$ cat config.mk
export PLATFORM = sky130hd
export DESIGN_NAME = dds_freq_meter
export DESIGN_NICKNAME = d
export VERILOG_FILES = /design/src/rtl/dds_pkg.sv /design/src/rtl/crossing_detect.sv /design/src/rtl/dds_freq_meter.sv
export SDC_FILE = /design/constraint.sdc
export NUM_CORES = 1
export LEC_CHECK = 0
export ABC_AREA = 1
export CORE_ASPECT_RATIO = 0.75
export CORE_MARGIN = 2
export CORE_UTILIZATION = 49
export DETAILED_ROUTE_END_ITERATION = 6
export PLACE_DENSITY = 0.83
export REMOVE_ABC_BUFFERS = 1
export SLEW_MARGIN = 5
export SYNTH_ARGS = -nofsm -noshare
export SYNTH_HDL_FRONTEND = slang
export SYNTH_SLANG_ARGS = --single-unit
$ cat constraint.sdc
create_clock -name clk -period 2.07 [get_ports clk]
set_input_delay 0.414 -clock clk [delete_from_list [all_inputs] [get_ports clk]]
set_output_delay 0.414 -clock clk [all_outputs]
set_load 0.05 [all_outputs]
$ cat src/rtl/dds_pkg.sv
// Shared definitions for the DDS generator and the frequency meter:
// phase width, meter FSM states and the offset-binary midscale helper.
package dds_pkg;

  localparam int PHASE_W = 32;

  typedef enum logic [1:0] {
    FM_IDLE = 2'd0,
    FM_ARM  = 2'd1,
    FM_GATE = 2'd2,
    FM_DONE = 2'd3
  } fm_state_t;

  // Midscale of an offset-binary sample of the given width.
  function automatic int midscale(input int data_w);
    return 1 << (data_w - 1);
  endfunction

endpackage

$ cat src/rtl/crossing_detect.sv
// Midscale comparator with level register; flags rising zero crossings.
// FREQ_METER_HYST_EN adds a +/-HYST band around midscale.
module crossing_detect
  import dds_pkg::*;
#(
  parameter int DATA_W = 12,
  parameter int HYST   = 64
) (
  input  logic              clk,
  input  logic              reset,
  input  logic              sample_valid,
  input  logic              init,
  input  logic [DATA_W-1:0] sample_in,
  output logic              rise,
  output logic              level
);

  logic level_q, level_d;

`ifdef FREQ_METER_HYST_EN
  localparam logic [DATA_W:0] MID    = (DATA_W+1)'(midscale(DATA_W));
  localparam logic [DATA_W:0] HI_THR = (DATA_W+1)'(midscale(DATA_W) + HYST);
  localparam logic [DATA_W:0] LO_THR = (DATA_W+1)'(midscale(DATA_W) - HYST);

  always_comb begin
    level_d = level_q;
    if (sample_valid) begin
      if (init) begin
        level_d = ({1'b0, sample_in} >= MID);
      end else if ({1'b0, sample_in} >= HI_THR) begin
        level_d = 1'b1;
      end else if ({1'b0, sample_in} < LO_THR) begin
        level_d = 1'b0;
      end
    end
  end
`else
  // Without hysteresis, "at or above midscale" is just the sample MSB.
  always_comb begin
    level_d = level_q;
    if (sample_valid) begin
      level_d = sample_in[DATA_W-1];
    end
  end
`endif

  // The init sample only seeds the level; it never reports a crossing.
  assign rise  = sample_valid & ~init & ~level_q & level_d;
  assign level = level_q;

  always_ff @(posedge clk) begin
    if (reset) begin
      level_q <= 1'b0;
    end else begin
      level_q <= level_d;
    end
  end

endmodule

$ cat src/rtl/dds_freq_meter.sv
// Gated zero-crossing frequency meter: counts rising crossings over 2^GATE_LOG2
// valid samples and converts the count to a DDS phase increment.
// Optional hysteresis comparator: define FREQ_METER_HYST_EN.
module dds_freq_meter
  import dds_pkg::*;
#(
  parameter int DATA_W    = 12,
  parameter int GATE_LOG2 = 16,
  parameter int HYST      = 64
) (
  input  logic                 clk,
  input  logic                 reset,
  input  logic                 start,
  input  logic                 sample_valid,
  input  logic [DATA_W-1:0]    sample_in,
  output logic                 busy,
  output logic                 done,
  output logic [GATE_LOG2:0]   edge_count,
  output logic [PHASE_W-1:0]   phase_inc_est,
  output logic [GATE_LOG2:0]   last_period,
  output fm_state_t            state_dbg
);

  localparam int CNT_W = GATE_LOG2 + 1;
  localparam logic [CNT_W-1:0] WIN_LAST = {1'b0, {GATE_LOG2{1'b1}}};

  fm_state_t        state_q, state_d;
  logic [CNT_W-1:0] win_q, win_d;
  logic [CNT_W-1:0] edges_q, edges_d;
  logic [CNT_W-1:0] per_cnt_q, per_cnt_d;
  logic [CNT_W-1:0] per_reg_q, per_reg_d;
  logic [CNT_W-1:0] edge_out_q, edge_out_d;
  logic [CNT_W-1:0] per_out_q, per_out_d;
  logic [PHASE_W-1:0] phase_out_q, phase_out_d;

  logic det_valid, det_init, det_rise, det_level;

  assign det_valid = sample_valid & ((state_q == FM_ARM) | (state_q == FM_GATE));
  assign det_init  = (state_q == FM_ARM);

  crossing_detect #(
    .DATA_W (DATA_W),
    .HYST   (HYST)
  ) u_crossing_detect (
    .clk          (clk),
    .reset        (reset),
    .sample_valid (det_valid),
    .init         (det_init),
    .sample_in    (sample_in),
    .rise         (det_rise),
    .level        (det_level)
  );

  always_comb begin
    state_d     = state_q;
    win_d       = win_q;
    edges_d     = edges_q;
    per_cnt_d   = per_cnt_q;
    per_reg_d   = per_reg_q;
    edge_out_d  = edge_out_q;
    per_out_d   = per_out_q;
    phase_out_d = phase_out_q;

    case (state_q)
      FM_IDLE: begin
        if (start) begin
          state_d   = FM_ARM;
          win_d     = '0;
          edges_d   = '0;
          per_cnt_d = '0;
          per_reg_d = '0;
        end
      end
      FM_ARM: begin
        if (sample_valid) begin
          state_d = FM_GATE;
        end
      end
      FM_GATE: begin
        if (sample_valid) begin
          win_d = win_q + 1'b1;
          if (det_rise) begin
            // The first crossing of a window has no predecessor to measure from.
            if (edges_q != '0) begin
              per_reg_d = per_cnt_q;
            end
            edges_d   = edges_q + 1'b1;
            per_cnt_d = CNT_W'(1);
          end else if (per_cnt_q != '1) begin
            per_cnt_d = per_cnt_q + 1'b1;
          end
          // Results are captured with the final sample so they line up with done.
          if (win_q == WIN_LAST) begin
            state_d     = FM_DONE;
            edge_out_d  = edges_d;
            per_out_d   = per_reg_d;
            phase_out_d = PHASE_W'(edges_d) << (PHASE_W - GATE_LOG2);
          end
        end
      end
      FM_DONE: begin
        state_d = FM_IDLE;
      end
      default: begin
        state_d = FM_IDLE;
      end
    endcase
  end

  always_ff @(posedge clk) begin
    if (reset) begin
      state_q     <= FM_IDLE;
      win_q       <= '0;
      edges_q     <= '0;
      per_cnt_q   <= '0;
      per_reg_q   <= '0;
      edge_out_q  <= '0;
      per_out_q   <= '0;
      phase_out_q <= '0;
    end else begin
      state_q     <= state_d;
      win_q       <= win_d;
      edges_q     <= edges_d;
      per_cnt_q   <= per_cnt_d;
      per_reg_q   <= per_reg_d;
      edge_out_q  <= edge_out_d;
      per_out_q   <= per_out_d;
      phase_out_q <= phase_out_d;
    end
  end

  assign busy          = (state_q == FM_ARM) | (state_q == FM_GATE);
  assign done          = (state_q == FM_DONE);
  assign edge_count    = edge_out_q;
  assign phase_inc_est = phase_out_q;
  assign last_period   = per_out_q;
  assign state_dbg     = state_q;

endmodule
# After elaboration in Yosys (flattened, before gate mapping)
# Cells that the tools add are included.
# W data, S select, Z words.
[classes]
add_sub_neg = 3
eq_ne = 10
muxes = 20
bitwise_logic = 7
reduce_logical = 7
[ops]
columns = ["operator", "n"]
rows = [
  ["$mux W17", 10],
  ["$pmux W17 S2", 4],
  ["$add A17 B1 Y17 const B", 3],
  ["$eq A17 B16 Y1 const B", 1],
  ["$ne A17 B17 Y1 const B", 1],
  ["$reduce_bool A17 Y1", 1],
  ["$mux W2", 4],
  ["$pmux W2 S4", 1],
  ["$reduce_and A4 Y1", 2],
  ["$ne A2 B2 Y1 const B", 3],
  ["$reduce_and A3 Y1", 2],
  ["$and A1 B1 Y1", 4],
  ["$eq A2 B2 Y1 const B", 2],
  ["$ne A3 B2 Y1 const B", 1],
  ["$eq A2 B1 Y1 const B", 1],
  ["$logic_not A2 Y1", 1],
  ["$ne A2 B1 Y1 const B", 1],
  ["$not A1 Y1", 2],
  ["$reduce_bool A2 Y1", 1],
  ["$mux W1", 1],
  ["$or A1 B1 Y1", 1],
]
[totals]
regBits = 121
input_bits = 16
output_inout_bits = 70

# Depth between registers and ports, before layout
# Gate-level depths: netlist (run 1).
[depth]
ltp_word = 9
depth_mapped = 14
depth_no_buf = 12

# Hierarchy
# From an unflattened synthesis (run 1), not the netlist that was laid out.
[unflattened]
cells_unflattened = 848
area_unflattened_um2 = 5597.9
[by_module_without_submodules]
columns = ["module", "n_inst", "cells_each", "area_per_inst_um2", "seq_area_each_um2"]
rows = [
  ["dds_freq_meter", 1, 842, 5545.3, 2082.0],
  ["crossing_detect", 1, 6, 52.6, 20.0],
]

# Least setup slack after synthesis (run 1)
# No wires, ideal clock.
[synth_timing]
path_kind = "register -> register"
startpoint = "reg state_q[0] (netlist: state_dbg[0])"
endpoint = "reg per_cnt_q[10]"
arrival_ns = 2.448
required_time_ns = 1.954
setup_slack_ns = -0.494
stages_incl_launch_ff = 12
n_path_buf = 1
synth_period_minus_slack_ns = 2.564
path_cell_list = "dfxtp_1 > inv_1 > ha_1 > nand2_1 > nor2_2 > nand2_4 > nand2_2 > nand2_4 > nand2_4 > buf_6 > nand2_2 > and3_1"
[synth_between]
elab_chain_cells = 9
word_cells_on_any_way = 18
cone_classes = "5 x eq/ne; 4 x mux; 6 x bitwise; 3 x reduce/logical"
[synth_rtl]
columns = ["item", "line_no", "source"]
rows = [
  ["start, declared", "dds_freq_meter.sv:27", "fm_state_t state_q, state_d;"],
  ["start signal, assigned", "dds_freq_meter.sv:121", "state_q <= state_d;"],
  ["$eq A2 B1 Y1 or $eq A2 B2 Y1 (tied branches)", "n/a", ""],
  ["$or A1 B1 Y1 (*)", "n/a", ""],
  ["named net busy", "dds_freq_meter.sv:16", "output logic busy,"],
  ["$and A1 B1 Y1 (*)", "dds_freq_meter.sv:38", "assign det_valid = sample_valid & ((state_q == FM_ARM) | (state_q == FM_GATE));"],
  ["$and A1 B1 Y1 (2 in a row)", "crossing_detect.sv:48", "assign rise = sample_valid & ~init & ~level_q & level_d;"],
  ["$and A1 B1 Y1 (*)", "crossing_detect.sv:48", ""],
  ["$mux W17", "dds_freq_meter.sv:82", "if (det_rise) begin"],
  ["$mux W17", "dds_freq_meter.sv:80", "if (sample_valid) begin"],
  ["$pmux W17 S2", "dds_freq_meter.sv:64", "case (state_q)"],
  ["end signal, assigned", "dds_freq_meter.sv:124", "per_cnt_q <= per_cnt_d;"],
  ["end, declared", "dds_freq_meter.sv:30", "logic [CNT_W-1:0] per_cnt_q, per_cnt_d;"],
]
# Mark *: on every way through the listed nets, which the timed path passes. The rest lies on a longest branch. The select of a mux whose other input is x is not followed.
# A chain may end at the register's enable or synchronous reset.

# Final worst setup path (run 1)
[layout_timing]
startpoint = "reg win_q[0]"
endpoint = "reg per_out_q[7] (netlist: last_period[7])"
[layout_between]
elab_chain_cells = 2
[layout_rtl]
columns = ["item", "line_no", "source"]
rows = [
  ["start, declared", "dds_freq_meter.sv:28", "logic [CNT_W-1:0] win_q, win_d;"],
  ["start signal, assigned", "dds_freq_meter.sv:122", "win_q <= win_d;"],
  ["$eq A17 B16 Y1", "dds_freq_meter.sv:93", "if (win_q == WIN_LAST) begin"],
  ["$reduce_and A3 Y1 (no source line)", "n/a", ""],
  ["end signal, assigned", "dds_freq_meter.sv:127", "per_out_q <= per_out_d;"],
  ["end, declared", "dds_freq_meter.sv:33", "logic [CNT_W-1:0] per_out_q, per_out_d;"],
]
# No other way between the ends.

==> summary.md, run 1 <==
| Metric | Value |
|---|---|
| Post-Synth Adder-Cell Area | 0.0241 |
| Vias post-DR | 5427 |
| Slew Limit Fails | 0 |
| CTS Hold Bufs | 0 |
| CTS H-Tree Depth | 3 |
| Vias/cell | 5.17 |
| First-pass GRT wire length | 21.8 mm |
| Clk pin slew, worst setup/hold paths | 0.07 ns |
| PD cells | 781 nW/um^2 |
| GR Overflow Total | 0 |
| Netlist Area Pre-Place | 5700 um^2 |
| Post-synth cell types | 40 |
| Final TNS setup | -0.207 ns |
| Minimum clock period | 2.10 ns |
| Die Y-Extent | 97.4 um |
| Boundary Pins | 86 |
| Register Area | 2110 um^2 |
| TritonRoute pass-1 iters | 5 |
| CTS Buffer Depth | 2 |
| Initial Util | 0.496 |
| Warnings from Yosys | 0 |
| Failing checks | negative setup slack |
| Initial DRC count | 511 |
| Largest net degree at the start of global routing | 42 |
| WP data required | 2.37 ns |
| Synth Register Bits | 105 |
| DP HPWL | 8.73 mm |
| Row count | 34 |
| LEAKAGE | 0.00299 uW |
| Unrepaired setup endpoints after global routing | yes |
| Worst-margin pin slew | 0.509 ns |
| Initial antenna violation count | 0 |
| Area grow syn2layout | 26.3% |
| Crit Path Max Fanout | 8 |
| WS Path Type | flip-flop to flip-flop |
| Avg WL per Cell | 13.2 um |
| Final setup violating endpoints | 13 |
| Post-synthesis xor/xnor area fraction | 0.0138 |
| Fin cells | 1050 |
| Fillers | 940 |
| Final worst slack | -0.0276 ns |
| Status | finished, violations left |
| Vias in the first global route | 4925 |
| Gr usage total | 0.208 |
| Maxcap violations | 0 |
| Mux cell area share after synthesis | 0 |
| Hold Fails Final Rpt | 0 |
| Post-layout nets | 928 |
| DRC Markers | 0 |
| Die area | 12500 um^2 |
| Num Clock Sinks | 105 |
| Register area share after synthesis | 0.369 |
| Post-synthesis average cell area | 7.00 um^2 |
| Total CTS buffers | 9 |
| TritonCTS clock tree | done |
| Largest family of logic cells by synthesized area | simple AND/OR/NAND/NOR gates |
| Antenna viol nets, final | 0 |
| Crit path launch type | flip-flop |
| Core area | 11500 um^2 |
| Clk_lat worst skew | 0.35 ns |
| CP arrival | 2.40 ns |
| Hold WC Path Type | flip-flop to flip-flop |
| Port bufs | 58 |
| Cells after Synth | 815 |
| CP endpoint kind | flip-flop |
| Synth Area in Compound Gates | 0.135 |
| Crit share post-route | 1.01 |
| Dpl cells | 1018 |
| Die X | 129 um |
| Fraction of layout cells with a size suffix above 1 | 0.157 |
| Routed WL | 13.8 mm |
| Max Freq | 477 MHz |
| Worst vdd ir | 0.000516 V |
| Gpl congestion | 0.897 |
| Ant. Diodes | 0 |
| Area of the multi-input gates | 2940 um^2 |
| Worst rel slew slack | 0.659 |
| Root Buffer | clkbuf_16 |
| Final setup skew | 0.00530 ns |
| Simple-Gate Fraction of Synth Area | 0.304 |
flip-flops by register name (all words and copies together), names as in the netlist:
| name | count |
|---|---|
| win_q | 17 |
| per_reg_q | 17 |
| state_dbg | 2 |
| u_crossing_detect.level | 1 |
| edges_q | 17 |
| per_cnt_q | 17 |
| edge_count | 17 |
| last_period | 17 |
final cells by class:
class / count / area share
Multi-Input combinational cell: 552 / 0.408
Inverter: 113 / 0.0603
Tap cell: 144 / 0.0250
Sequential cell: 105 / 0.293
Clock buffer: 13 / 0.0334
Timing Repair Buffer: 120 / 0.171
Clock inverter: 3 / 0.00903
final timing paths:
| check | start | endpoint | slack [ns] | depth (start not counted) |
|---|---|---|---|---|
| hold / removal | win_q[16] | win_q[16] | 0.46 | 2 |
| hold reg to reg | win_q[16] | win_q[16] | 0.46 | 2 |
| setup / recovery | win_q[0] | last_period[7] | -0.03 | 14 |
| setup reg to reg | win_q[0] | last_period[7] | -0.03 | 14 |
cell usage in the layout (no fill, tap or decap), drive strengths merged, types with 2 or more instances in the layout:
cell type      instances
nand2                219
inv                  113
dfxtp                105
nand3                 69
nor2                  61
a21oi                 59
buf                   59
clkdlybuf4s50         56
o21ai                 38
o21a                  20
clkbuf                18
nor3                  17
conb                  16
ha                    11
o21bai                 9
nand4                  8
xor2                   7
nand3b                 4
a22oi                  3
and3                   2
o211ai                 2
bufinv                 2
nor4                   2
xnor2                  2
synth_stat cells:
library cell	instances	area share
clkbuf_8	4	0.0097
nor2_8	1	0.0035
xor2_1	7	0.011
nand4_1	8	0.0088
o211ai_1	2	0.0026
nor2_1	53	0.035
clkbuf_4	1	0.0013
nor2_2	3	0.0033
o21bai_1	9	0.012
o21ai_1	4	0.0035
inv_2	7	0.0046
nor3_4	1	0.0029
ha_1	11	0.024
xnor2_1	2	0.0031
nor3_2	1	0.0018
a21o_1	1	0.0013
and3_1	2	0.0022
buf_6	6	0.012
nand3b_4	1	0.0035
o21a_1	20	0.026
nor2_4	4	0.0079
conb_1	1	0.00066
dfxtp_1	105	0.37
a21oi_1	59	0.052
o21ai_2	2	0.0031
nand3_1	69	0.061
a31oi_1	1	0.0011
buf_2	7	0.0061
inv_1	106	0.070
buf_4	35	0.046
nand3b_1	3	0.0039
nand2_2	4	0.0044
clkbuf_1	7	0.0046
a211oi_1	1	0.0013
nor3_1	15	0.013
nor4_1	2	0.0022
nand2_4	7	0.014
nand2_1	208	0.14
o21ai_0	32	0.028
a22oi_1	3	0.0039
cells by family after synthesis:
logic type | Yosys count
xor+xnor | 9
fa+ha+maj | 11
simple gates | 382
flops | 105
compound gates | 134
other cells | 1
buf+inv | 173
stage by stage:
stage | setup WS, ns | cell area (um^2) | hold WS (ns) | utilization | total power (uW)
6_report | -0.0276 | 7200 | 0.463 | 0.627 | 5620
5_1_grt | -0.210 | 7200 | 0.479 | 0.627 | 5830
4_1_cts | -0.0294 | 6820 | 0.465 | 0.594 | 5560
3_5_place_dp | -0.0828 | 6490 | 0.455 | 0.565 | 3750
3_3_place_gp | -0.00614 | 6490 | 0.451 | 0.565 | 3720
2_1_floorplan | -0.874 | 5300 | 0.435 | - | 3110
worst max-delay path, cell delays in order (launching register included):
cell and delay, ns:
dfxtp_2 0.35, ha_4 0.16, nand2_4 0.07, nor2_4 0.11
nand3_4 0.10, nor4_4 0.15, ha_2 0.23, inv_2 0.05
nor3_4 0.21, buf_6 0.15, clkbuf_16 0.15, clkbuf_16 0.15
o21a_1 0.10, nand2_1 0.05, inv_1 0.04
timing repair:
action	in CTS	in global routing
gates resized for setup	5	54
pin swaps	1	11
endpoints found under the setup margin	32	83
cloned	0	5
buffers inserted	0	11
layer usage:
| metal | wire [um] | GRT usage |
|---|---|---|
| met5 | 0 | 0 |
| met4 | 180 | 0.0627 |
| met3 | 793 | 0.0380 |
| met2 | 6500 | 0.334 |
| met1 | 6370 | 0.284 |
report_power, final:
| group | switching, uW | internal (uW) | total [uW] | leakage (uW) |
|---|---|---|---|---|
| clock | 737 | 1060 | 1800 | 0.000148 |
| sequential | 31.4 | 2060 | 2090 | 0.000849 |
| combinational | 1160 | 574 | 1730 | 0.00199 |
| total | 1930 | 3700 | 5620 | 0.00299 |
Power figures use the tool's default switching activity.
==> inputs of run 2 (changes only) <==
--- a/config.mk
+++ b/config.mk
@@ -9,6 +9,7 @@
 export CORE_ASPECT_RATIO = 0.75
 export CORE_MARGIN = 2
 export CORE_UTILIZATION = 49
+export CTS_CLUSTER_DIAMETER = 200
 export DETAILED_ROUTE_END_ITERATION = 6
 export PLACE_DENSITY = 0.83
 export REMOVE_ABC_BUFFERS = 1
==> results of run 2 <==
The final DEF is identical to that of run 1; final timing and power are the same.
==> inputs of run 3 (changes only) <==
--- a/config.mk
+++ b/config.mk
@@ -6,6 +6,7 @@
 export NUM_CORES = 1
 export LEC_CHECK = 0
 export ABC_AREA = 1
+export CAP_MARGIN = 20
 export CORE_ASPECT_RATIO = 0.75
 export CORE_MARGIN = 2
 export CORE_UTILIZATION = 49
==> results of run 3 <==
The final DEF is identical to that of run 1; final timing and power are the same.
